<file path="src/rtl/sync_sequencer_multi.sv">
// -----------------------------------------------------------------------------
// sync_sequencer_multi
// Experiment sequencer: arm -> wait function-generator edge -> programmed delay
// -> detonation pulse -> wait wire-break edge (optional timeout) -> DET_CH
// detector pulses at individually programmed delays after the wire edge.
//
// Ports
//   CLOCK_50           system clock
//   reset_n            asynchronous reset, active low
//   start_signal       arm request (async, rising edge)
//   abort_signal       abort (async, synchronised level)
//   fg_signal          function-generator trigger (async, rising edge)
//   wire_signal        wire-break trigger (async, rising edge)
//   fg_delay           clocks from fg edge to detonation, latched at arm
//   det_delay          per-channel clocks from wire edge, ch i = [i*CNT_W +: CNT_W]
//   detonation_signal  detonation pulse, PULSE_W clocks
//   detector_signal    detector pulses, PULSE_W clocks each
//   busy               high whenever the sequencer is not idle
//   done               one-clock pulse on normal completion
//   timeout_err        sticky wire-timeout flag, cleared by the next accepted arm
//   state_out          current state encoding
// -----------------------------------------------------------------------------
module sync_sequencer_multi #(
    parameter int CNT_W        = 32,
    parameter int DET_CH       = 4,
    parameter int PULSE_W      = 5,
    parameter int WIRE_TIMEOUT = 350_000,
    parameter int SYNC_STAGES  = 2
) (
    input  logic                    CLOCK_50,
    input  logic                    reset_n,
    input  logic                    start_signal,
    input  logic                    abort_signal,
    input  logic                    fg_signal,
    input  logic                    wire_signal,
    input  logic [CNT_W-1:0]        fg_delay,
    input  logic [DET_CH*CNT_W-1:0] det_delay,
    output logic                    detonation_signal,
    output logic [DET_CH-1:0]       detector_signal,
    output logic                    busy,
    output logic                    done,
    output logic                    timeout_err,
    output logic [2:0]              state_out
);

    typedef enum logic [2:0] {
        ST_IDLE     = 3'd0,
        ST_FG_WAIT  = 3'd1,
        ST_FG_DLY   = 3'd2,
        ST_DETONATE = 3'd3,
        ST_WIRE_WAIT= 3'd4,
        ST_DET_RUN  = 3'd5,
        ST_DONE     = 3'd6
    } state_t;

    localparam int               PW_W         = $clog2(PULSE_W + 1);
    localparam logic [CNT_W-1:0] CNT_MAX      = {CNT_W{1'b1}};
    localparam logic [CNT_W-1:0] PULSE_LAST   = CNT_W'(PULSE_W);
    localparam logic [PW_W-1:0]  PC_LAST      = PW_W'(PULSE_W);
    // Counter value in the last WIRE_WAIT cycle before the timeout fires.
    localparam logic [CNT_W-1:0] TIMEOUT_LAST = (WIRE_TIMEOUT == 0) ? '0 : CNT_W'(WIRE_TIMEOUT - 1);

    state_t                  state_r, next_state_s;
    logic [3:0]              sync_r [SYNC_STAGES];
    logic [3:0]              sync_d1_r;
    logic [3:0]              in_s, sync_s, edge_s;
    logic                    start_edge_s, abort_lvl_s, fg_edge_s, wire_edge_s;
    logic                    timeout_hit_s, cnt_is_max_s;

    logic [CNT_W-1:0]        cnt_r, cnt_nxt_s, cnt_inc_s;
    logic [CNT_W-1:0]        fg_delay_r, fg_delay_nxt_s;
    logic [CNT_W-1:0]        det_delay_r [DET_CH];
    logic [CNT_W-1:0]        det_delay_nxt_s [DET_CH];
    logic [PW_W-1:0]         pc_r [DET_CH];
    logic [PW_W-1:0]         pc_nxt_s [DET_CH];
    logic [DET_CH-1:0]       fired_r, fired_nxt_s;
    logic [DET_CH-1:0]       detect_r, detect_nxt_s;
    logic                    deton_r, deton_nxt_s;
    logic                    terr_r, terr_nxt_s;
    logic                    busy_r, done_r;

    assign in_s          = {wire_signal, fg_signal, abort_signal, start_signal};
    assign sync_s        = sync_r[SYNC_STAGES-1];
    assign edge_s        = sync_s & ~sync_d1_r;
    assign start_edge_s  = edge_s[0];
    assign abort_lvl_s   = sync_s[1];
    assign fg_edge_s     = edge_s[2];
    assign wire_edge_s   = edge_s[3];
    assign cnt_is_max_s  = (cnt_r == CNT_MAX);
    assign cnt_inc_s     = cnt_is_max_s ? cnt_r : (cnt_r + CNT_W'(1));
    assign timeout_hit_s = (WIRE_TIMEOUT != 0) && (cnt_r == TIMEOUT_LAST);

    // Input synchroniser chains plus the delayed copy used for edge detection.
    always_ff @(posedge CLOCK_50 or negedge reset_n) begin
        if (!reset_n) begin
            for (int i = 0; i < SYNC_STAGES; i++) sync_r[i] <= 4'd0;
            sync_d1_r <= 4'd0;
        end else begin
            sync_r[0] <= in_s;
            for (int i = 1; i < SYNC_STAGES; i++) sync_r[i] <= sync_r[i-1];
            sync_d1_r <= sync_s;
        end
    end

    // FSM state register.
    always_ff @(posedge CLOCK_50 or negedge reset_n) begin
        if (!reset_n) state_r <= ST_IDLE;
        else          state_r <= next_state_s;
    end

    // FSM next-state logic; abort overrides every non-idle transition.
    always_comb begin
        next_state_s = state_r;
        if ((state_r != ST_IDLE) && abort_lvl_s) begin
            next_state_s = ST_IDLE;
        end else begin
            case (state_r)
                ST_IDLE:      if (start_edge_s) next_state_s = ST_FG_WAIT;
                              else              next_state_s = ST_IDLE;
                // A zero fg delay skips FG_DLY so detonation starts right after the edge cycle.
                ST_FG_WAIT:   if (fg_edge_s) next_state_s = (fg_delay_r == '0) ? ST_DETONATE : ST_FG_DLY;
                              else           next_state_s = ST_FG_WAIT;
                ST_FG_DLY:    if (cnt_r == fg_delay_r) next_state_s = ST_DETONATE;
                              else                     next_state_s = ST_FG_DLY;
                ST_DETONATE:  if (cnt_r == PULSE_LAST) next_state_s = ST_WIRE_WAIT;
                              else                     next_state_s = ST_DETONATE;
                ST_WIRE_WAIT: if (wire_edge_s)        next_state_s = ST_DET_RUN;
                              else if (timeout_hit_s) next_state_s = ST_IDLE;
                              else                    next_state_s = ST_WIRE_WAIT;
                ST_DET_RUN:   if ((&fired_r) && (detect_r == '0)) next_state_s = ST_DONE;
                              else                                 next_state_s = ST_DET_RUN;
                ST_DONE:      next_state_s = ST_IDLE;
                default:      next_state_s = ST_IDLE;
            endcase
        end
    end

    // Datapath/output next values. The shared counter holds "clocks since the
    // triggering edge cycle", so a pulse is launched at the end of the cycle
    // where counter == delay and is visible delay+1 clocks after the edge.
    always_comb begin
        cnt_nxt_s       = cnt_r;
        fg_delay_nxt_s  = fg_delay_r;
        det_delay_nxt_s = det_delay_r;
        pc_nxt_s        = pc_r;
        fired_nxt_s     = fired_r;
        detect_nxt_s    = detect_r;
        deton_nxt_s     = deton_r;
        terr_nxt_s      = terr_r;
        if ((state_r != ST_IDLE) && abort_lvl_s) begin
            deton_nxt_s  = 1'b0;
            detect_nxt_s = '0;
        end else begin
            case (state_r)
                ST_IDLE: begin
                    if (start_edge_s && !abort_lvl_s) begin
                        fg_delay_nxt_s = fg_delay;
                        for (int i = 0; i < DET_CH; i++) det_delay_nxt_s[i] = det_delay[i*CNT_W +: CNT_W];
                        terr_nxt_s  = 1'b0;
                        cnt_nxt_s   = '0;
                        fired_nxt_s = '0;
                    end else begin
                        cnt_nxt_s = '0;
                    end
                end
                ST_FG_WAIT: begin
                    // Counter starts at 1: the cycle after the edge is clock 1.
                    if (fg_edge_s) begin
                        cnt_nxt_s   = CNT_W'(1);
                        deton_nxt_s = (fg_delay_r == '0);
                    end else begin
                        cnt_nxt_s = '0;
                    end
                end
                ST_FG_DLY: begin
                    if (cnt_r == fg_delay_r) begin
                        deton_nxt_s = 1'b1;
                        cnt_nxt_s   = CNT_W'(1);
                    end else begin
                        cnt_nxt_s = cnt_inc_s;
                    end
                end
                ST_DETONATE: begin
                    // Counter doubles as the detonation pulse-length counter here.
                    if (cnt_r == PULSE_LAST) begin
                        deton_nxt_s = 1'b0;
                        cnt_nxt_s   = '0;
                    end else begin
                        cnt_nxt_s = cnt_inc_s;
                    end
                end
                ST_WIRE_WAIT: begin
                    if (wire_edge_s) begin
                        cnt_nxt_s = CNT_W'(1);
                        for (int i = 0; i < DET_CH; i++) begin
                            if (det_delay_r[i] == '0) begin
                                detect_nxt_s[i] = 1'b1;
                                pc_nxt_s[i]     = PW_W'(1);
                                fired_nxt_s[i]  = 1'b1;
                            end else begin
                                detect_nxt_s[i] = 1'b0;
                            end
                        end
                    end else if (timeout_hit_s) begin
                        terr_nxt_s = 1'b1;
                        cnt_nxt_s  = '0;
                    end else begin
                        cnt_nxt_s = cnt_inc_s;
                    end
                end
                ST_DET_RUN: begin
                    cnt_nxt_s = cnt_inc_s;
                    // fired_r keeps a saturated counter from retriggering a channel.
                    for (int i = 0; i < DET_CH; i++) begin
                        if (detect_r[i]) begin
                            if (pc_r[i] == PC_LAST) detect_nxt_s[i] = 1'b0;
                            else                    pc_nxt_s[i]     = pc_r[i] + PW_W'(1);
                        end else if (!fired_r[i] && (cnt_r == det_delay_r[i])) begin
                            detect_nxt_s[i] = 1'b1;
                            pc_nxt_s[i]     = PW_W'(1);
                            fired_nxt_s[i]  = 1'b1;
                        end else begin
                            detect_nxt_s[i] = 1'b0;
                        end
                    end
                end
                ST_DONE: begin
                    cnt_nxt_s = '0;
                end
                default: begin
                    cnt_nxt_s    = '0;
                    deton_nxt_s  = 1'b0;
                    detect_nxt_s = '0;
                end
            endcase
        end
    end

    // Datapath and registered-output flops.
    always_ff @(posedge CLOCK_50 or negedge reset_n) begin
        if (!reset_n) begin
            cnt_r      <= '0;
            fg_delay_r <= '0;
            for (int i = 0; i < DET_CH; i++) begin
                det_delay_r[i] <= '0;
                pc_r[i]        <= '0;
            end
            fired_r  <= '0;
            detect_r <= '0;
            deton_r  <= 1'b0;
            terr_r   <= 1'b0;
            busy_r   <= 1'b0;
            done_r   <= 1'b0;
        end else begin
            cnt_r       <= cnt_nxt_s;
            fg_delay_r  <= fg_delay_nxt_s;
            det_delay_r <= det_delay_nxt_s;
            pc_r        <= pc_nxt_s;
            fired_r     <= fired_nxt_s;
            detect_r    <= detect_nxt_s;
            deton_r     <= deton_nxt_s;
            terr_r      <= terr_nxt_s;
            busy_r      <= (next_state_s != ST_IDLE);
            done_r      <= (next_state_s == ST_DONE);
        end
    end

    assign detonation_signal = deton_r;
    assign detector_signal   = detect_r;
    assign busy              = busy_r;
    assign done              = done_r;
    assign timeout_err       = terr_r;
    assign state_out         = state_r;

endmodule

</file>
<file path="config.mk">
export PLATFORM = sky130hd
export DESIGN_NAME = sync_sequencer_multi
export DESIGN_NICKNAME = d
export VERILOG_FILES = /design/src/rtl/sync_sequencer_multi.sv
export SDC_FILE = /design/constraint.sdc
export NUM_CORES = 1
export LEC_CHECK = 0
export CAP_MARGIN = 5
export CORE_ASPECT_RATIO = 0.9
export CORE_MARGIN = 1
export CORE_UTILIZATION = 55
export DETAILED_ROUTE_END_ITERATION = 8
export GPL_TIMING_DRIVEN = 0
export PLACE_DENSITY_LB_ADDON = 0.12
export SYNTH_ARGS = -nofsm -noshare
export SYNTH_HDL_FRONTEND = slang
export SYNTH_SLANG_ARGS = --single-unit
</file>
<file path="constraint.sdc">
create_clock -name CLOCK_50 -period 2.9 [get_ports CLOCK_50]
set_input_delay 0.58 -clock CLOCK_50 [delete_from_list [all_inputs] [get_ports CLOCK_50]]
set_output_delay 0.58 -clock CLOCK_50 [all_outputs]
set_load 0.05 [all_outputs]
</file>
==> run_results.csv <==
group,metric,value,unit
outcome,status,"complete, no violations",
timing,rsz0062_at_grt,"false",
timing,setup_ws,0.0362,ns
route,wl_met2,17100,um
global_routing,grt_pass1_wl,56800,um
pwr,pwr-share-seq,47.4,%
synth,synth_warnings,0,
route,wl_met1,15200,um
route,routed_wl,37400,um
min_path,hp-class,"input port to async pin",
clocking,numCtsBuffers,25,
placed_design,globalplace.congestion,0.928,
synth,ys_async_sr_fraction,100,%
setup_path,worst_ep_required_time,3.33,ns
timing,hold_viol,0,
pwr,ir_drop,584,uV
clocking,clkSinkCount,230,
setup_path,cp-start-kind,"flip-flop",
clocking,ctsHtreeMaxLevel,1,
cells_and_area,diodes,0,
global_routing,antenna_found_initial,0,
synth,synth_edf_count,0,
route,drtPass1Iterations,5,
setup_path,worst_ep_arrival_time,3.29,ns
synth,syn_nets,1278,
synth,syn_inst,1100,
timing,worstMarginPinSlew,0.842,ns
route,drtIter0Drc,886,
cells_and_area,final_common_cell,"dfrtp_1",
timing,finalSetupViolCount,0,
pwr,clkPwrFrac,25.1,%
floorplanning,die_x,158,um
clocking,clkTransAtPathRegs,0.06,ns
synth,syn_area,0.0121,mm2
route,avgViaCountPerCell,6.23,
timing,drv_slew,0,
setup_path,cp_num_buf_inv,2,
synth,ys_seq_area_share,47.5,%
clocking,cts_hold_buf,0,
placed_design,dp_slack,-0.418,ns
floorplanning,ios,177,
floorplanning,die_h,143,um
setup_path,crit_family,"simple AND/OR/NAND/NOR gates",
setup_path,worstPathCellList,"buf_2 > nor4_2 > nand4_1 > or3b_2 > a211oi_4 > a21o_4 > buf_8 > nor3_1 > a211o_1",
route,wl_met3,3600,um
pwr,combPwrFrac,27.5,%
pwr,p_sw_share,33.6,%
global_routing,globalRouteOverflowTotal,0,
setup_path,worstSetupPathType,"flip-flop to flip-flop",
floorplanning,start_util,56.0,%
route,ant_nets,0,
synth,post_synth_num_cell_types,65,
global_routing,grt_pass1_vias,9733,
route,top_layer_used,"met4",
floorplanning,die-area,0.0226,mm2
route,wl_per_cell,23.2,um
cells_and_area,layout-drive-gt1-share,20.3,%
global_routing,grtUsageTotal,34.1,%
pwr,p_leak,6.18,nW
pwr,p_int,0.00804,W
cells_and_area,fin_util,70.3,%
route,dr_total_vias,10000,
clocking,clk_latency,0.55,ns
cells_and_area,stdcell_area,0.0152,mm2
placed_design,place_area,0.0143,mm2
cells_and_area,mostFrequentLayoutCells,"dfrtp_1, clkdlybuf4s50_1, mux2_2",
timing,relSlewSlack,43.8,%
setup_path,cp_slowest_cell,"or3b_2",
clocking,cts_tree,"yes",
setup_path,crit_path_max_incr_delay,0.59,ns
run,cap_violations,0,
synth,ys_seq_elements,230,
cells_and_area,nets,1480,
global_routing,grt_max_degree,124,
floorplanning,row_count,51,
setup_path,cp_max_fo,10,
clocking,max-clock-path-buffers,3,
floorplanning,fp.coreArea,0.0216,mm2
cells_and_area,syn_to_final_growth,25.5,%
route,drc,0,
placed_design,port_buffers,176,
setup_path,critPathCaptureType,"flip-flop",
placed_design,dp_hpwl,26300,um
timing,fin_crit_sh,98.8,%
timing,skew,0.0155,ns
clocking,clock-root-buffer,"clkbuf_16",
synth,ys.flop_type,"dfrtp_1",
pwr,powerDensity,796,mW/mm2
timing,min_period,2.86,ns
pwr,p_sw,0.00406,W
timing,max_freq,0.349,GHz
synth,post_synth.cell_area_avg,11.0,um2
cell families (layout without fill, tap and decap cells):
kind of cell,Yosys count,count (layout),share of synthesized area (%)
adders and majority gates,12,12,1.24
DFF,230,230,47.5
muxes,166,166,15.4
xor gates and xnor gates,160,160,11.6
and+or+nand+nor,333,333,15.0
AOI/OAI and AO/OA,110,111,6.31
buffers and inverters,89,307,3.00
repair_timing:
item,in CTS,in global routing
setup endpoints to repair,131,51
pin swaps,0,3
buffers inserted,0,4
cloned,0,1
endpoints found under the hold margin,0,0
resized for setup,25,44
worst paths after layout:
| check | startpoint | end | slack (ns) | cells after the start |
|---|---|---|---|---|
| max in group asynchronous | reset_n | det_delay_r[30]$_DFFE_PN0P_ | 1.67 | 2 |
| hold reg to reg | sync_r[7]$_DFF_PN0_ | sync_s[3]$_DFF_PN0_ | 0.35 | 0 |
| hold / removal | reset_n | fg_delay_r[29]$_DFFE_PN0P_ | 0.09 | 1 |
| setup reg to reg | cnt_r[13]$_DFFE_PN0N_ | cnt_r[30]$_DFFE_PN0N_ | 0.04 | 9 |
| min in group CLOCK_50 | sync_r[7]$_DFF_PN0_ | sync_s[3]$_DFF_PN0_ | 0.35 | 0 |
| setup / recovery | cnt_r[13]$_DFFE_PN0N_ | cnt_r[30]$_DFFE_PN0N_ | 0.04 | 9 |
per-stage QoR:
stage               cells  hold slack [ns]  power (W)   TNS, ns
floorplan            1100            0.284    0.00775         0
global placement     1567            0.335    0.00885  -1962.98
detailed placement   1568            0.335    0.00899    -29.05
CTS                  1605            0.137     0.0121         0
global route         1610            0.182     0.0127         0
finish               1610           0.0888     0.0121         0
sequential cells by signal, summed over array words and instances, names as in the netlist:
name and flops:
det_delay_r 128, cnt_r 32, fg_delay_r 32, pc_r 12, detector_signal 4, fired_r 4
sync_r 4, sync_s 4, state_out 3, sync_d1_r 3, busy 1, detonation_signal 1
done 1, timeout_err 1
cell usage after synthesis (2+ instances only):
cell / n / share of area [%]
nand2b_1: 6 / 0.31
o21ai_0: 22 / 0.91
a211oi_1: 3 / 0.19
nand3_1: 51 / 2.1
a21oi_1: 20 / 0.83
nand2_1: 54 / 1.7
o21ba_1: 2 / 0.17
buf_1: 12 / 0.37
o311a_1: 2 / 0.17
mux2_2: 165 / 15
inv_1: 18 / 0.56
buf_2: 6 / 0.25
or4_1: 4 / 0.25
nor3_1: 23 / 0.95
a21o_1: 6 / 0.37
buf_4: 2 / 0.12
buf_6: 2 / 0.19
nor2b_1: 6 / 0.31
o21ai_1: 11 / 0.45
xnor2_1: 66 / 4.8
nor2_1: 31 / 0.96
a41oi_1: 4 / 0.29
and4_1: 3 / 0.22
clkbuf_1: 48 / 1.5
o21a_1: 3 / 0.19
o211ai_1: 5 / 0.31
dfrtp_1: 230 / 47
or3_1: 15 / 0.77
o311ai_1: 11 / 0.79
nand4_1: 44 / 2.3
nand3b_1: 4 / 0.25
and3_1: 6 / 0.31
o2bb2ai_1: 2 / 0.14
nor4_1: 72 / 3.7
ha_1: 12 / 1.2
and2_1: 5 / 0.26
xor2_1: 94 / 6.8
nor3b_1: 2 / 0.12
a32o_1: 2 / 0.17
power groups by stage:
| stage | Clock [W] | Sequential [W] | Combinational [W] |
|---|---|---|---|
| final | 0.00304 | 0.00573 | 0.00333 |
| after global routing | 0.00320 | 0.00588 | 0.00363 |
| after CTS | 0.00306 | 0.00571 | 0.00328 |
| after detailed placement | 0 | 0.00575 | 0.00324 |
| after global placement | 0 | 0.00571 | 0.00314 |
| after floorplan | 0 | 0.00535 | 0.00240 |
layout make-up:
type,instances,area (um2)
clock buffer,35,703
clock inverter,9,68.8
sequential,230,5770
buffer,63,335
timing repair buffer,181,1820
fill,1653,6420
inverter,19,71.3
multi-input combinational,782,6080
tap,291,364
metal layers:
layer / track usage (%) / vias up
met1: 46.6 / 4970
met3: 6.68 / 124
met5: 0 / -
met4: 13.0 / 0
met2: 53.5 / 551
li1: - / 4385
Note: power is estimated with default switching activity, not from simulation.
